$ cat config.mk
export PLATFORM = sky130hd
export DESIGN_NAME = four_bit_ripple_adder_flat
export DESIGN_NICKNAME = d
export VERILOG_FILES = /design/src/rtl/four_bit_ripple_adder_pkg.sv /design/src/rtl/four_bit_ripple_adder_if.sv /design/src/rtl/four_bit_ripple_adder_full_adder_cell.sv /design/src/rtl/four_bit_ripple_adder.sv /design/src/flat_wrapper.sv
export SDC_FILE = /design/constraint.sdc
export NUM_CORES = 1
export LEC_CHECK = 0
export BUFFER_PORTS_ARGS = -buffer_cell sky130_fd_sc_hd__buf_2
export CORE_AREA = 2 2 39 41
export CTS_CLUSTER_SIZE = 10
export DETAILED_ROUTE_END_ITERATION = 10
export DIE_AREA = 0 0 41 43
export PLACE_DENSITY_LB_ADDON = 0.08
export SYNTH_ARGS = -nofsm -noshare
export SYNTH_HDL_FRONTEND = slang
export SYNTH_SLANG_ARGS = --single-unit
$ cat constraint.sdc
create_clock -name clk -period 2.8 [get_ports clk]
set_input_delay 0.14 -clock clk [delete_from_list [all_inputs] [get_ports clk]]
set_output_delay 0.14 -clock clk [all_outputs]
set_load 0.005 [all_outputs]
$ cat src/rtl/four_bit_ripple_adder_pkg.sv
// Shared constants and result type for the registered ripple-carry adder.
// Optional build macro used by this block: RIPPLE_ADDER_OVERFLOW_EN.
package four_bit_ripple_adder_pkg;

  localparam int DEFAULT_WIDTH = 4;

  // {cout, sum} for the default operand width
  typedef logic [DEFAULT_WIDTH:0] result_t;

endpackage

$ cat src/rtl/four_bit_ripple_adder_if.sv
// Operation/result bundle between an adder user (master) and the adder (slave).
// RIPPLE_ADDER_OVERFLOW_EN adds the registered signed-overflow flag.
interface four_bit_ripple_adder_if
  import four_bit_ripple_adder_pkg::*;
#(
  parameter int WIDTH = DEFAULT_WIDTH
);
  logic             in_valid;
  logic [WIDTH-1:0] a;
  logic [WIDTH-1:0] b;
  logic             cin;
  logic             out_valid;
  logic [WIDTH-1:0] sum;
  logic             cout;
`ifdef RIPPLE_ADDER_OVERFLOW_EN
  logic             overflow;

  modport master (output in_valid, a, b, cin, input out_valid, sum, cout, overflow);
  modport slave  (input in_valid, a, b, cin, output out_valid, sum, cout, overflow);
`else
  modport master (output in_valid, a, b, cin, input out_valid, sum, cout);
  modport slave  (input in_valid, a, b, cin, output out_valid, sum, cout);
`endif
endinterface

$ cat src/rtl/four_bit_ripple_adder_full_adder_cell.sv
// Single-bit full-adder cell; one instance per bit of the ripple chain.
module full_adder_cell (
  input  logic a,
  input  logic b,
  input  logic ci,
  output logic s,
  output logic co
);
  logic p;

  assign p  = a ^ b;
  assign s  = p ^ ci;
  assign co = (a & b) | (ci & p);
endmodule

$ cat src/rtl/four_bit_ripple_adder.sv
// Registered N-bit ripple-carry adder built from full_adder_cell instances.
// Define RIPPLE_ADDER_OVERFLOW_EN to add the registered signed-overflow output.
module four_bit_ripple_adder
  import four_bit_ripple_adder_pkg::*;
#(
  parameter int WIDTH = DEFAULT_WIDTH
) (
  input  logic                    clk,
  input  logic                    rst,
  four_bit_ripple_adder_if.slave  bus
);
  logic [WIDTH:0]   carry;
  logic [WIDTH-1:0] sum_comb;

  logic [WIDTH-1:0] sum_q, sum_d;
  logic             cout_q, cout_d;
  logic             out_valid_q, out_valid_d;
`ifdef RIPPLE_ADDER_OVERFLOW_EN
  logic             overflow_q, overflow_d;
`endif

  assign carry[0] = bus.cin;

  generate
    for (genvar gi = 0; gi < WIDTH; gi++) begin : g_bit
      full_adder_cell u_cell (
        .a  (bus.a[gi]),
        .b  (bus.b[gi]),
        .ci (carry[gi]),
        .s  (sum_comb[gi]),
        .co (carry[gi+1])
      );
    end
  endgenerate

  // Result registers hold their value across idle cycles; only out_valid drops.
  always_comb begin
    sum_d       = sum_q;
    cout_d      = cout_q;
    out_valid_d = bus.in_valid;
`ifdef RIPPLE_ADDER_OVERFLOW_EN
    overflow_d  = overflow_q;
`endif
    if (bus.in_valid) begin
      sum_d  = sum_comb;
      cout_d = carry[WIDTH];
`ifdef RIPPLE_ADDER_OVERFLOW_EN
      overflow_d = carry[WIDTH] ^ carry[WIDTH-1];
`endif
    end
  end

  always_ff @(posedge clk) begin
    if (rst) begin
      sum_q       <= '0;
      cout_q      <= 1'b0;
      out_valid_q <= 1'b0;
`ifdef RIPPLE_ADDER_OVERFLOW_EN
      overflow_q  <= 1'b0;
`endif
    end else begin
      sum_q       <= sum_d;
      cout_q      <= cout_d;
      out_valid_q <= out_valid_d;
`ifdef RIPPLE_ADDER_OVERFLOW_EN
      overflow_q  <= overflow_d;
`endif
    end
  end

  assign bus.sum       = sum_q;
  assign bus.cout      = cout_q;
  assign bus.out_valid = out_valid_q;
`ifdef RIPPLE_ADDER_OVERFLOW_EN
  assign bus.overflow  = overflow_q;
`endif

endmodule

$ cat src/flat_wrapper.sv
// flat-port wrapper written by rule: the top's interface ports become plain ports
module four_bit_ripple_adder_flat import four_bit_ripple_adder_pkg::*;
#(
  parameter int WIDTH = DEFAULT_WIDTH
)
  (clk, rst, bus_in_valid, bus_a, bus_b, bus_cin, bus_out_valid, bus_sum, bus_cout);
  four_bit_ripple_adder_if #(.WIDTH(WIDTH)) bus_i ();
  input  logic clk;
  input  logic rst;
  input wire logic [$bits(bus_i.in_valid)-1:0] bus_in_valid;
  input wire logic [$bits(bus_i.a)-1:0] bus_a;
  input wire logic [$bits(bus_i.b)-1:0] bus_b;
  input wire logic [$bits(bus_i.cin)-1:0] bus_cin;
  output wire logic [$bits(bus_i.out_valid)-1:0] bus_out_valid;
  output wire logic [$bits(bus_i.sum)-1:0] bus_sum;
  output wire logic [$bits(bus_i.cout)-1:0] bus_cout;
  assign bus_i.in_valid = bus_in_valid;
  assign bus_i.a = bus_a;
  assign bus_i.b = bus_b;
  assign bus_i.cin = bus_cin;
  assign bus_out_valid = bus_i.out_valid;
  assign bus_sum = bus_i.sum;
  assign bus_cout = bus_i.cout;
  four_bit_ripple_adder #(.WIDTH(WIDTH)) u_core (.clk(clk), .rst(rst), .bus(bus_i));
endmodule
==> flow_metrics.env <==
export IMPL_pwr_share_comb=0.194
export IMPL_skew_ns=0
export IMPL_arrival_ns=1.99
export IMPL_relSlewSlack=0.8757
export IMPL_maxCapViolations=0
export IMPL_cts_tree="yes"
export IMPL_period_needed_ns=1.837
export IMPL_clock_root_buffer="clkbuf_4"
export IMPL_drt_pass1_iterations=3
export IMPL_critPathRequiredTime_ns=2.95
export IMPL_grt_pass1_vias=282
export IMPL_post_cts_buffers=0
export IMPL_numCtsBuffers=3
export IMPL_dr_total_vias=251
export IMPL_rows=14
export IMPL_clock_latency_ns=0.24
export IMPL_tns_ns=0
export IMPL_yosysWarnings=0
export IMPL_die_x_um=41
export IMPL_grt_remaining_overflow=0
export IMPL_initial_utilization=0.2242
export IMPL_status="completed"
export IMPL_max_freq_mhz=544.4
export IMPL_final_util=0.3083
export IMPL_grt_pass1_wl_um=1041
export IMPL_ctsHoldBuffers=0
export IMPL_cts_buffer_depth=2
export IMPL_synth_seq_cells=6
export IMPL_gp_congestion=0.6308
export IMPL_diodes=0
export IMPL_layout_common_cells="buf_2 (17), inv_1 (7), dfxtp_1 (6)"
export IMPL_cellLeakagePower_nw=0.2292
export IMPL_grt_total_usage=0.09321
export IMPL_power_density_mw_per_mm2=518.2
export IMPL_worst_pin_slew_ns=0.1865
export IMPL_finalCritPeriodShare=0.6560
export IMPL_slew_viol_final=0
export IMPL_pwr_share_seq=0.438
export IMPL_path_clk_slew_ns=0.05
export IMPL_p_int_w=0.0001642
export IMPL_syn_to_final_growth_pct=37.50
export IMPL_path_class="in2reg"
export IMPL_end_kind="flop"
export IMPL_switching_share=0.2572
export IMPL_postSynthCellCount=29
export IMPL_worst_ir_drop_vdd_mv=0.1940
export IMPL_cts_sinks=6
export IMPL_finalSetupViolations=0
export IMPL_switching_power_w=0.00005686
export IMPL_ys_seq_area_frac=0.3871
export IMPL_final_antenna_net_count=0
export IMPL_hold_viol_final=0
export IMPL_portBuffers=17
export IMPL_post_cts_resized=0
export IMPL_drt_wl_total_um=598
export IMPL_syn_area_per_cell_um2=10.70
export IMPL_r2r_slack_ns=2.15
export IMPL_drc_errors=0
export IMPL_dpl_hpwl_um=484.8
export IMPL_vias_per_cell=3.922
export IMPL_finalPower_w=0.0002211
export IMPL_die_h_um=43
export IMPL_core_area_mm2=0.001384
export IMPL_layout_drive_gt1_share=0.4583
export IMPL_grt_max_degree=10
export IMPL_first_iter_violations=5
export IMPL_final_common_cell="buf_2"
export IMPL_htreeDepth=1
export IMPL_syn_cell_area_um2=310.3
export IMPL_antenna_found_initial=0
export IMPL_die_area_mm2=0.001763
export IMPL_yosysUniqueCellTypes=9
export IMPL_io_pins=18
export IMPL_syn_num_nets=45
export IMPL_clkPwrFrac=0.368
export IMPL_min_path_type="in2reg"
export IMPL_fill_cells=151
export IMPL_final_nets=66
export IMPL_rsz0062_at_grt="no"
export IMPL_wl_per_cell_um=9.344
export IMPL_start_kind="input pin"
export IMPL_worstPathMaxFanout=1
[power groups by stage]
| stage | Combinational [W] | Sequential [W] | Clock (W) |
|---|---|---|---|
| finish | 0.0000429 | 0.0000969 | 0.0000813 |
| global route | 0.0000513 | 0.0000979 | 0.0000898 |
| CTS | 0.0000444 | 0.0000970 | 0.0000847 |
| detailed placement | 0.0000435 | 0.0000986 | 0 |
| global placement | 0.0000418 | 0.0000982 | 0 |
| floorplan | 0.0000227 | 0.0000997 | 0 |
[path summary, 6_finish.rpt]
path / start / endpoint / cells past startpoint
hold reg to reg: u_core.bus.sum[0]$_SDFFE_PP0P_ / u_core.bus.sum[0]$_SDFFE_PP0P_ / 2
setup reg to reg: u_core.bus.sum[0]$_SDFFE_PP0P_ / u_core.bus.sum[0]$_SDFFE_PP0P_ / 2
hold / removal: rst / u_core.bus.sum[0]$_SDFFE_PP0P_ / 2
setup / recovery: bus_cin / u_core.bus.sum[3]$_SDFFE_PP0P_ / 9
[worst max-delay path, cell delays in order]
cell	delay (ns)
buf_2	0.10
inv_1	0.07
fa_1	0.17
inv_1	0.05
fa_1	0.38
fa_1	0.37
inv_1	0.08
fa_1	0.41
a211oi_1	0.23
[kinds of logic (layout without fill, tap and decap cells)]
group / after synthesis / count (layout) / share of synthesized area
adders and majority gates: 4 / 4 / 0.2581
buffers and inverters: 8 / 27 / 0.1210
muxes: 2 / 2 / 0.06452
DFF: 6 / 6 / 0.3871
AOI/OAI and AO/OA: 3 / 3 / 0.07258
and+or+nand+nor: 6 / 6 / 0.09678
[metal layers]
| layer | global-route usage | up-vias | routed length (µm) |
|---|---|---|---|
| met3 | 0.04712 | 2 | 52 |
| met1 | 0.09272 | 113 | 240 |
| li1 | - | 125 | - |
| met4 | 0.06000 | 0 | 15 |
| met5 | 0 | - | 0 |
| met2 | 0.1438 | 11 | 289 |
[sequential cells by signal, indices dropped and copies added (netlist names)]
name,flops
u_core.bus.sum,4
u_core.bus.cout,1
u_core.bus.out_valid,1
[area by class of cell]
| class | count | area [µm²] | share of cell area |
|---|---|---|---|
| Tap cell | 16 | 20.02 | 0.04692 |
| Inverter | 7 | 26.28 | 0.06158 |
| Sequential cell | 6 | 120.1 | 0.2815 |
| Timing Repair Buffer | 17 | 85.08 | 0.1994 |
| Multi-Input combinational cell | 15 | 152.6 | 0.3578 |
| Clock buffer | 3 | 22.52 | 0.05279 |
[through the flow]
step	instance area, µm²	setup slack [ns]	cells	hold WS, ns
finish	426.7	0.9631	64	0.1386
global route	426.7	0.8439	64	0.1470
CTS	426.7	0.9395	64	0.1404
detailed placement	404.1	0.7205	61	0.4023
global placement	404.1	0.7480	61	0.3999
floorplan	310.3	0.9256	29	0.2116
[synth_stat cells (all sizes together)]
cell	n	area (µm²)
nor2b	1	6.260
inv	7	26.28
mux2i	2	20.02
nor2	5	23.77
buf	1	11.26
dfxtp	6	120.1
a211oi	3	22.52
fa	4	80.08
(Power assumes the default switching activity.)
